--- src/rtl/wb_xbar_nxn.sv ---
// N-initiator x M-target classic Wishbone crossbar: per-target address decode,
// round-robin arbitration locked for the length of CYC, and ERR for unmapped accesses.
module wb_xbar_nxn #(
  parameter int unsigned WB_ADDR_WIDTH = 32,
  parameter int unsigned WB_DATA_WIDTH = 32,
  parameter int unsigned N_INITIATORS  = 2,
  parameter int unsigned N_TARGETS     = 4,
  parameter logic [N_TARGETS*WB_ADDR_WIDTH-1:0] T_ADR_MASK = {N_TARGETS{32'hFF00_0000}},
  parameter logic [N_TARGETS*WB_ADDR_WIDTH-1:0] T_ADR      = '0
) (
  input  logic                                      clk,
  input  logic                                      rst,
  input  logic [N_INITIATORS*WB_ADDR_WIDTH-1:0]     adr,
  input  logic [N_INITIATORS*WB_DATA_WIDTH-1:0]     dat_w,
  output logic [N_INITIATORS*WB_DATA_WIDTH-1:0]     dat_r,
  input  logic [N_INITIATORS-1:0]                   cyc,
  input  logic [N_INITIATORS-1:0]                   stb,
  input  logic [N_INITIATORS-1:0]                   we,
  input  logic [N_INITIATORS*WB_DATA_WIDTH/8-1:0]   sel,
  output logic [N_INITIATORS-1:0]                   ack,
  output logic [N_INITIATORS-1:0]                   err,
  output logic [N_TARGETS*WB_ADDR_WIDTH-1:0]        tadr,
  output logic [N_TARGETS*WB_DATA_WIDTH-1:0]        tdat_w,
  output logic [N_TARGETS*WB_DATA_WIDTH/8-1:0]      tsel,
  output logic [N_TARGETS-1:0]                      tcyc,
  output logic [N_TARGETS-1:0]                      tstb,
  output logic [N_TARGETS-1:0]                      twe,
  input  logic [N_TARGETS*WB_DATA_WIDTH-1:0]        tdat_r,
  input  logic [N_TARGETS-1:0]                      tack,
  input  logic [N_TARGETS-1:0]                      terr
);

  localparam int AW = int'(WB_ADDR_WIDTH);
  localparam int DW = int'(WB_DATA_WIDTH);
  localparam int SW = DW / 8;
  localparam int NI = int'(N_INITIATORS);
  localparam int NT = int'(N_TARGETS);
  localparam int IW = (NI > 1) ? $clog2(NI) : 1;

  logic [NI-1:0][NT-1:0] dec;      // one-hot, lowest matching target wins
  logic [NI-1:0]         any_hit;
  logic [NT-1:0][NI-1:0] req;

  logic [NT-1:0]         owned_q, owned_d;
  logic [NT-1:0][IW-1:0] owner_q, owner_d;
  logic [NT-1:0][IW-1:0] ptr_q, ptr_d;
  logic [NI-1:0]         uerr_q, uerr_d;

  always_comb begin
    logic found;
    dec     = '0;
    any_hit = '0;
    req     = '0;
    for (int i = 0; i < NI; i++) begin
      found = 1'b0;
      for (int t = 0; t < NT; t++) begin
        if (!found && ((adr[i*AW +: AW] & T_ADR_MASK[t*AW +: AW]) == T_ADR[t*AW +: AW])) begin
          dec[i][t] = 1'b1;
          found     = 1'b1;
        end
      end
      any_hit[i] = found;
      for (int t = 0; t < NT; t++) begin
        req[t][i] = cyc[i] & stb[i] & dec[i][t];
      end
    end
  end

  // Arbitration: grant only from IDLE, so release and re-grant take separate cycles.
  always_comb begin
    logic found;
    int   idx;
    int   own;
    owned_d = owned_q;
    owner_d = owner_q;
    ptr_d   = ptr_q;
    found   = 1'b0;
    idx     = 0;
    own     = 0;
    for (int t = 0; t < NT; t++) begin
      if (!owned_q[t]) begin
        found = 1'b0;
        for (int k = 0; k < NI; k++) begin
          idx = (int'(ptr_q[t]) + k) % NI;
          if (!found && req[t][idx]) begin
            found      = 1'b1;
            owned_d[t] = 1'b1;
            owner_d[t] = IW'(idx);
          end
        end
      end else begin
        own = int'(owner_q[t]);
        if (!cyc[own] || (stb[own] && !dec[own][t])) begin
          owned_d[t] = 1'b0;
          ptr_d[t]   = IW'((own + 1) % NI);
        end
      end
    end
  end

  always_comb begin
    for (int i = 0; i < NI; i++) begin
      uerr_d[i] = cyc[i] & stb[i] & ~any_hit[i] & ~uerr_q[i];
    end
  end

  always_ff @(posedge clk or posedge rst) begin
    if (rst) begin
      owned_q <= '0;
      owner_q <= '0;
      ptr_q   <= '0;
      uerr_q  <= '0;
    end else begin
      owned_q <= owned_d;
      owner_q <= owner_d;
      ptr_q   <= ptr_d;
      uerr_q  <= uerr_d;
    end
  end

  // Strobe and responses are qualified by the owner still addressing this target, so the
  // cycle in which an owner moves on never leaks a strobe or reply through the old target.
  always_comb begin
    int own;
    own    = 0;
    tadr   = '0;
    tdat_w = '0;
    tsel   = '0;
    tcyc   = '0;
    tstb   = '0;
    twe    = '0;
    ack    = '0;
    err    = '0;
    dat_r  = '0;
    for (int t = 0; t < NT; t++) begin
      if (owned_q[t]) begin
        own                = int'(owner_q[t]);
        tcyc[t]            = cyc[own];
        tstb[t]            = stb[own] & dec[own][t];
        twe[t]             = we[own];
        tadr[t*AW +: AW]   = adr[own*AW +: AW];
        tdat_w[t*DW +: DW] = dat_w[own*DW +: DW];
        tsel[t*SW +: SW]   = sel[own*SW +: SW];
        if (dec[own][t]) begin
          ack[own]             = ack[own] | tack[t];
          err[own]             = err[own] | terr[t];
          dat_r[own*DW +: DW]  = dat_r[own*DW +: DW] | tdat_r[t*DW +: DW];
        end
      end
    end
    err = err | uerr_q;
  end

endmodule

--- config.mk ---
export PLATFORM = sky130hd
export DESIGN_NAME = wb_xbar_nxn
export DESIGN_NICKNAME = d
export VERILOG_FILES = /design/src/rtl/wb_xbar_nxn.sv
export SDC_FILE = /design/constraint.sdc
export NUM_CORES = 1
export LEC_CHECK = 0
export CORE_AREA = 2 2 248 250
export CTS_CLUSTER_SIZE = 24
export DETAILED_ROUTE_END_ITERATION = 8
export DIE_AREA = 0 0 250 252
export SLEW_MARGIN = 20
export SYNTH_ARGS = -nofsm -noshare
export SYNTH_HDL_FRONTEND = slang
export SYNTH_SLANG_ARGS = --single-unit
export TNS_END_PERCENT = 1
--- constraint.sdc ---
create_clock -name clk -period 2.4 [get_ports clk]
set_clock_uncertainty 0.2 [all_clocks]
set_input_delay 0.48 -clock clk [delete_from_list [all_inputs] [get_ports clk]]
set_output_delay 0.48 -clock clk [all_outputs]
set_load 0.02 [all_outputs]
==> impl_metrics.env, run 1 <==
export IMPL_status="finished with violations"
export IMPL_failed_checks="negative setup slack"
export IMPL_clock_latency_ns=0.24
export IMPL_cts_max_path_buffers=2
export IMPL_drtIter0Drc=140
export IMPL_postRouteAntennaNets=0
export IMPL_ys_ff_latch=8
export IMPL_worstPathRequired_ns=1.72
export IMPL_synth_top_area_share=0.4881
export IMPL_synth_ff_type="dfrtp_1"
export IMPL_crit_slowest_cell="or4_4"
export IMPL_fmax_mhz=370.5
export IMPL_synth_avg_cell_area_um2=7.025
export IMPL_setup_viol=69
export IMPL_synthCells=509
export IMPL_io_buffers=526
export IMPL_synth_top_family_by_area="simple AND/OR/NAND/NOR gates"
export IMPL_io_pins=632
export IMPL_synth_compound_area_frac=0.01994
export IMPL_ys_seq_area_frac=0.05598
export IMPL_place_gp_congestion=0.8274
export IMPL_dr_pass1_iters=4
export IMPL_hold_path_end="owner_q[0]"
export IMPL_wl_met2_um=15220
export IMPL_grt_ovfl_total=0
export IMPL_internal_power_uw=749.5
export IMPL_period_share=1.124
export IMPL_hold_start="ptr_q[0]"
export IMPL_clock_sinks=8
export IMPL_path_cells="buf_8 -> or4_4 -> nor2_4 -> and3_4 -> buf_8 -> buf_6 -> a22o_4 -> buf_6"
export IMPL_yosys_area_top_type="and2_1"
export IMPL_worstSetupPathType="primary input to output port"
export IMPL_num_vias=5681
export IMPL_path_clk_slew_ns=0.04
export IMPL_m1WireLength_um=10960
export IMPL_hold_depth=2
export IMPL_drive_above_1_share=0.2827
export IMPL_worstPathMaxFanout=5
export IMPL_switching_power_uw=322.2
export IMPL_wirelength_um=28800
export IMPL_p_clk_frac=0.278
export IMPL_die_h_um=252
export IMPL_coreArea_um2=60130
export IMPL_cts_hold_buf=0
export IMPL_ff2ff_setup_slack_ns=0.63
export IMPL_power_leakage_nw=5.365
export IMPL_final_max_slew_viol_count=0
export IMPL_nFillCells=6796
export IMPL_async_reset_ff_frac=1.000
export IMPL_r2r_end="ptr_q[0]"
export IMPL_antenna_found_initial=2
export IMPL_syn_cell_area_um2=3576
export IMPL_ys_warnings_count=0
export IMPL_synth_xor_area_frac=0
export IMPL_timing_rr_start="owner_q[0]"
export IMPL_rsz0062_at_grt="yes"
export IMPL_wl_per_cell_um=15.46
export IMPL_yosysMostFrequentCell="and2_1"
export IMPL_holdCritPathClass="flop to flop"
export IMPL_die_w_um=250
export IMPL_grt_pass1_vias=5931
export IMPL_initial_core_util=0.05947
export IMPL_seqCellArea_um2=209.0
export IMPL_power_frac_seq=0.137
export IMPL_critPathCaptureType="output port"
export IMPL_p_comb_frac=0.585
export IMPL_finalCriticalPeriod_ns=2.699
export IMPL_cts_buffers=3
export IMPL_dpl_hpwl_um=23190
export IMPL_htreeDepth=1
export IMPL_synth_cell_type_count=29
export IMPL_rows=90
export IMPL_cp_arrival_ns=2.02
export IMPL_clockRootBuffer="clkbuf_16"
export IMPL_muxShareOfSynthArea=0.1959
export IMPL_met3WireLength_um=2379
export IMPL_grt_first_pass_wirelength_um=39960
export IMPL_drc=0
export IMPL_final_nets=1360
export IMPL_peakVddDrop_uv=126.5
export IMPL_multi_input_area_um2=3331
export IMPL_synth_area_leaders="and2_1 49%, mux2i_1 20%, nor2b_1 13%, dfrtp_1 5.6%, clkbuf_1 3.1%"
export IMPL_holdWs_ns=0.3405
export IMPL_switching_share=0.3006
export IMPL_via_per_inst=3.049
export IMPL_grt_usage=0.08512
export IMPL_rr_worst_depth=5
export IMPL_top_layer_used="met4"
export IMPL_die_area_um2=63000
export IMPL_maxCapViolations=0
export IMPL_layout_setup_ws_ns=-0.2988
export IMPL_grt_max_degree=46
export IMPL_p_per_area_nw_per_um2=100.8
export IMPL_slowest_delay_ns=0.56
export IMPL_cts_tree="done"
export IMPL_synth_common_cells="279 x and2_1, 73 x nor2b_1, 70 x mux2i_1"
export IMPL_synthAdderAreaFrac=0
export IMPL_area_growth_pct=197.3
export IMPL_synth_edf_count=0
export IMPL_start_kind="primary input"
export IMPL_synthSimpleGateAreaFrac=0.6564
export IMPL_finalHoldViolCount=0
export IMPL_dp_slack_ns=-1.199
critical path: cells and delay by family:
family | cells | cell delay (ns)
AO/OA/AOI/OAI | 1 | 0.13
AND/OR/NAND/NOR | 3 | 0.94
buffers and inverters | 4 | 0.45
sequential cells by signal, indices dropped and copies added, names as in the netlist:
register and flops:
ptr_q 1, owned_q 4, owner_q 1, uerr_q 2
through the flow:
step / total power, mW / instance area, um2 / util / setup TNS, ns / instances
after floorplan: 0.2742 / 3659 / - / -0.4861 / 511
after global placement: 0.7726 / 10460 / 0.1739 / -100.85 / 1841
after detailed placement: 0.7819 / 10460 / 0.1739 / -101.30 / 1841
after CTS: 1.091 / 10620 / 0.1767 / -20.67 / 1861
after global routing: 1.137 / 10630 / 0.1767 / -21.45 / 1861
final: 1.072 / 10630 / 0.1768 / -14.45 / 1863
area by class of cell:
cell class                      count  share of cell area
Timing Repair Buffer              611              0.5664
Inverter                            2           0.0007061
Multi-Input combinational cell    454              0.3133
Antenna cell                        2           0.0004708
Clock buffer                        4            0.007414
Sequential cell                     8             0.01965
Tap cell                          782             0.09203
metal layers:
layer | track usage | up-vias
met5 | 0 | -
met4 | 0.009068 | 0
met3 | 0.02517 | 10
met2 | 0.1660 | 364
met1 | 0.09256 | 2570
li1 | - | 2737
repair_timing:
item                       4_1_cts  5_1_grt
setup endpoints to repair      324      126
pin swaps                       22       17
setup buffers                   11        3
resized for setup              733      120
gates cloned                     6        0
logic make-up (layout without fill, tap and decap cells):
group           count (synthesis)  count (layout)
buf+inv                        49             617
other cells                     1               5
flops                           8               8
compound gates                 10              10
simple gates                  371             371
mux                            70              70
worst max path at each step:
stage / startpoint / end / slack, ns / depth (start not counted)
global placement: adr[28] / dat_r[11] / -1.22 / 8
finish: adr[56] / tstb[0] / -0.30 / 8
global route: adr[63] / tstb[0] / -0.39 / 8
floorplan: adr[57] / dat_r[32] / -0.02 / 6
detailed placement: adr[28] / dat_r[17] / -1.20 / 8
CTS: adr[60] / tstb[0] / -0.42 / 9
power groups by stage:
| stage | clock [mW] | sequential, mW | combinational, mW |
|---|---|---|---|
| final | 0.298 | 0.147 | 0.627 |
| after global routing | 0.316 | 0.148 | 0.673 |
| after CTS | 0.310 | 0.147 | 0.634 |
| after detailed placement | 0 | 0.149 | 0.633 |
| after global placement | 0 | 0.150 | 0.623 |
| after floorplan | 0 | 0.144 | 0.130 |
layout by cell type (no fill, tap or decap), types with 4 or more instances in the layout:
| cell | instances |
|---|---|
| nor2b_1 | 71 |
| clkbuf_2 | 30 |
| dlygate4sd2_1 | 182 |
| buf_8 | 4 |
| dlymetal6s2s_1 | 15 |
| and2_1 | 216 |
| buf_4 | 64 |
| buf_12 | 28 |
| mux2i_1 | 69 |
| buf_2 | 10 |
| buf_6 | 80 |
| clkdlybuf4s50_1 | 184 |
| dfrtp_2 | 4 |
| nand2_1 | 5 |
| and2_4 | 63 |
| clkdlybuf4s15_1 | 8 |
No activity file was read; power rests on OpenSTA's default activity.
==> inputs of run 2 (changes only) <==
--- a/config.mk
+++ b/config.mk
@@ -5,10 +5,11 @@
 export SDC_FILE = /design/constraint.sdc
 export NUM_CORES = 1
 export LEC_CHECK = 0
-export CORE_AREA = 2 2 248 250
+export ABC_AREA = 1
+export CORE_AREA = 2 2 247 249
 export CTS_CLUSTER_SIZE = 24
 export DETAILED_ROUTE_END_ITERATION = 8
-export DIE_AREA = 0 0 250 252
+export DIE_AREA = 0 0 249 251
 export SLEW_MARGIN = 20
 export SYNTH_ARGS = -nofsm -noshare
 export SYNTH_HDL_FRONTEND = slang
==> run 2 against run 1 <==
The flow now finishes without violations; die area decreased by 0.80%; first-iteration DRC count up 120%; area after synthesis decreased by 0.24%; critical path type unchanged; largest cell class unchanged.
==> impl_metrics.env, run 2 <==
export IMPL_status="completed"
export IMPL_cp_top_family="buffers and inverters"
export IMPL_synth_common_cells="364 x nand2_1, 246 x inv_1, 78 x nor2_1"
export IMPL_dp_cells=2170
export IMPL_path_clk_slew_ns=0.05
export IMPL_initial_core_util=0.05966
export IMPL_yosysMostFrequentCell="nand2_1"
export IMPL_power_mw=1.022
export IMPL_dpl_hpwl_um=24890
export IMPL_cts_max_path_buffers=2
export IMPL_crit_slowest_cell="bufbuf_16"
export IMPL_cp_arrival_ns=1.71
export IMPL_drc=0
export IMPL_dpl_cell_area_um2=10360
export IMPL_maxCapViolations=0
export IMPL_grt_ovfl_total=0
export IMPL_die_area_um2=62500
export IMPL_ys_seq_area_frac=0.05612
export IMPL_grt_first_pass_wirelength_um=41390
export IMPL_ff2ff_setup_slack_ns=0.63
export IMPL_grt_pass1_vias=6436
export IMPL_via_per_inst=3.113
export IMPL_synth_cell_type_count=21
export IMPL_final_cell_mix="356 x nand2_1, 246 x inv_1, 169 x dlygate4sd2_1"
export IMPL_dp_slack_ns=-1.129
export IMPL_peakVddDrop_uv=155.0
export IMPL_syn_cell_area_um2=3567
export IMPL_period_share=0.9951
export IMPL_ys_ff_latch=8
export IMPL_fin_cells=2180
export IMPL_start_kind="primary input"
export IMPL_rows=90
export IMPL_drive_above_1_share=0.2103
export IMPL_die_w_um=249
export IMPL_top_register="owned_q"
export IMPL_synth_ff_type="dfrtp_1"
export IMPL_htreeDepth=1
export IMPL_antenna_found_initial=2
export IMPL_hold_path_end="ptr_q[0]"
export IMPL_cts_buffers=3
export IMPL_timing_rr_start="owner_q[0]"
export IMPL_reg_top3="owned_q: 4 flops, uerr_q: 2 flops"
export IMPL_synth_avg_cell_area_um2=4.227
export IMPL_coreArea_um2=59790
export IMPL_synth_edf_count=0
export IMPL_largest_reg_flops=4
export IMPL_setup_tns_ns=0
export IMPL_setup_viol=0
export IMPL_rr_worst_depth=10
export IMPL_final_nets=1679
export IMPL_synth_area_leaders="nand2_1 38%, inv_1 26%, nand3_1 10%, nor2_1 8.2%, dfrtp_1 5.6%"
export IMPL_grt_usage=0.08790
export IMPL_hold_depth=2
export IMPL_postRouteAntennaNets=0
export IMPL_antenna_cells=0
export IMPL_rsz0062_at_grt="yes"
export IMPL_p_per_area_nw_per_um2=96.24
export IMPL_wirelength_um=29680
export IMPL_worstPathRequired_ns=1.72
export IMPL_async_reset_ff_frac=1.000
export IMPL_cts_tree="done"
export IMPL_critPathCaptureType="output port"
export IMPL_grt_max_degree=36
export IMPL_drtIter0Drc=305
export IMPL_hold_start="ptr_q[0]"
export IMPL_worstPathMaxFanout=4
export IMPL_path_cells="clkbuf_2 -> nor2_2 -> buf_4 -> nand2_2 -> nor2_4 -> nand2_8 -> bufbuf_16 -> nor2_1 -> buf_4"
export IMPL_cpMostUsedCell="buf_4"
export IMPL_slowest_delay_ns=0.28
export IMPL_yosys_area_top_type="nand2_1"
export IMPL_power_leakage_nw=7.818
export IMPL_clock_sinks=8
export IMPL_finalCriticalPeriod_ns=2.388
export IMPL_layout_setup_ws_ns=0.01177
export IMPL_holdCritPathClass="flop to flop"
export IMPL_die_h_um=251
export IMPL_fmax_mhz=418.7
export IMPL_finalHoldViolCount=0
export IMPL_io_pins=632
export IMPL_final_max_slew_viol_count=0
export IMPL_synth_top_area_share=0.3830
export IMPL_r2r_end="ptr_q[0]"
export IMPL_dr_pass1_iters=4
export IMPL_num_vias=6786
export IMPL_worstSetupPathType="primary input to output port"
export IMPL_ys_warnings_count=0
export IMPL_final_common_cell="nand2_1"
export IMPL_place_gp_congestion=0.8417
export IMPL_clock_latency_ns=0.25
export IMPL_area_growth_pct=197.7
export IMPL_io_buffers=526
export IMPL_synthCells=844
export IMPL_wl_per_cell_um=13.61
export IMPL_clockRootBuffer="clkbuf_16"
export IMPL_finalInstanceArea_um2=10620
export IMPL_path_buf_inv=4
run 2: changes by cell type after synthesis, sizes merged, moves of 9 or more:
| cell | before | now |
|---|---|---|
| nand2 | 6 | 365 |
| and2 | 279 | 0 |
| inv | 2 | 248 |
| nor2 | 3 | 81 |
| nor2b | 73 | 0 |
| nand3 | 1 | 73 |
| mux2i | 70 | 0 |
| buf | 17 | 35 |
| clkbuf | 30 | 21 |
run 2: logic make-up (layout without fill, tap and decap cells):
logic type      Yosys count  count (layout)  share of synthesized area
simple gates            523             523                     0.5865
flops                     8               8                    0.05612
other cells               1               3                   0.001051
compound gates            8               8                    0.01403
buf+inv                 304             856                     0.3423
run 2: through the flow:
stage	utilization	hold WS [ns]
after floorplan	-	0.09566
after global placement	0.1732	0.2610
after detailed placement	0.1732	0.2657
after CTS	0.1733	0.2813
after global routing	0.1776	0.3090
final	0.1776	0.2812
run 2: timing repair:
action	CTS	global route
resized for setup	668	210
cloned	3	1
hold buffers	0	0
pin swaps	15	16
buffers inserted	3	1
endpoints found under the setup margin	313	174
run 2: layout make-up:
cell class / instances / area (um2)
clock buffers: 4 / 78.83
well taps: 782 / 978.4
fillers: 6907 / 49180
flip-flops and latches: 8 / 219.0
repair buffers: 604 / 5941
inverters: 248 / 933.4
multi-input cells: 534 / 2469
run 2: how the worst max path moves through the flow:
stage,cells after the start,slack (ns),startpoint,to
2_1_floorplan,6,0.34,adr[62],dat_r[32]
3_3_place_gp,10,-1.09,adr[62],dat_r[60]
3_5_place_dp,10,-1.13,adr[62],dat_r[58]
4_1_cts,9,-0.27,adr[31],err[0]
5_1_grt,9,-0.09,owner_q[0],tstb[0]
6_report,9,0.01,adr[25],dat_r[18]
run 2: metal layers:
layer	routed length, um	up-vias	track usage
met5	21	-	0
met3	2595	36	0.02671
met2	14120	373	0.1561
met4	812	4	0.01541
li1	-	3438	-
met1	12120	2935	0.1049
run 2: worst min-delay path, delay by kind of cell (launching register included):
| kind | cells | cell delay [ns] |
|---|---|---|
| flip-flops | 1 | 0.34 |
| AND/OR/NAND/NOR | 2 | 0.11 |
run 2: where the power goes:
group | switching (mW) | internal (mW) | leakage, nW | total (mW)
Clock | 0.0866 | 0.223 | 0.0382 | 0.310
Combinational | 0.251 | 0.316 | 7.68 | 0.567
Sequential | 0.00474 | 0.140 | 0.0974 | 0.145
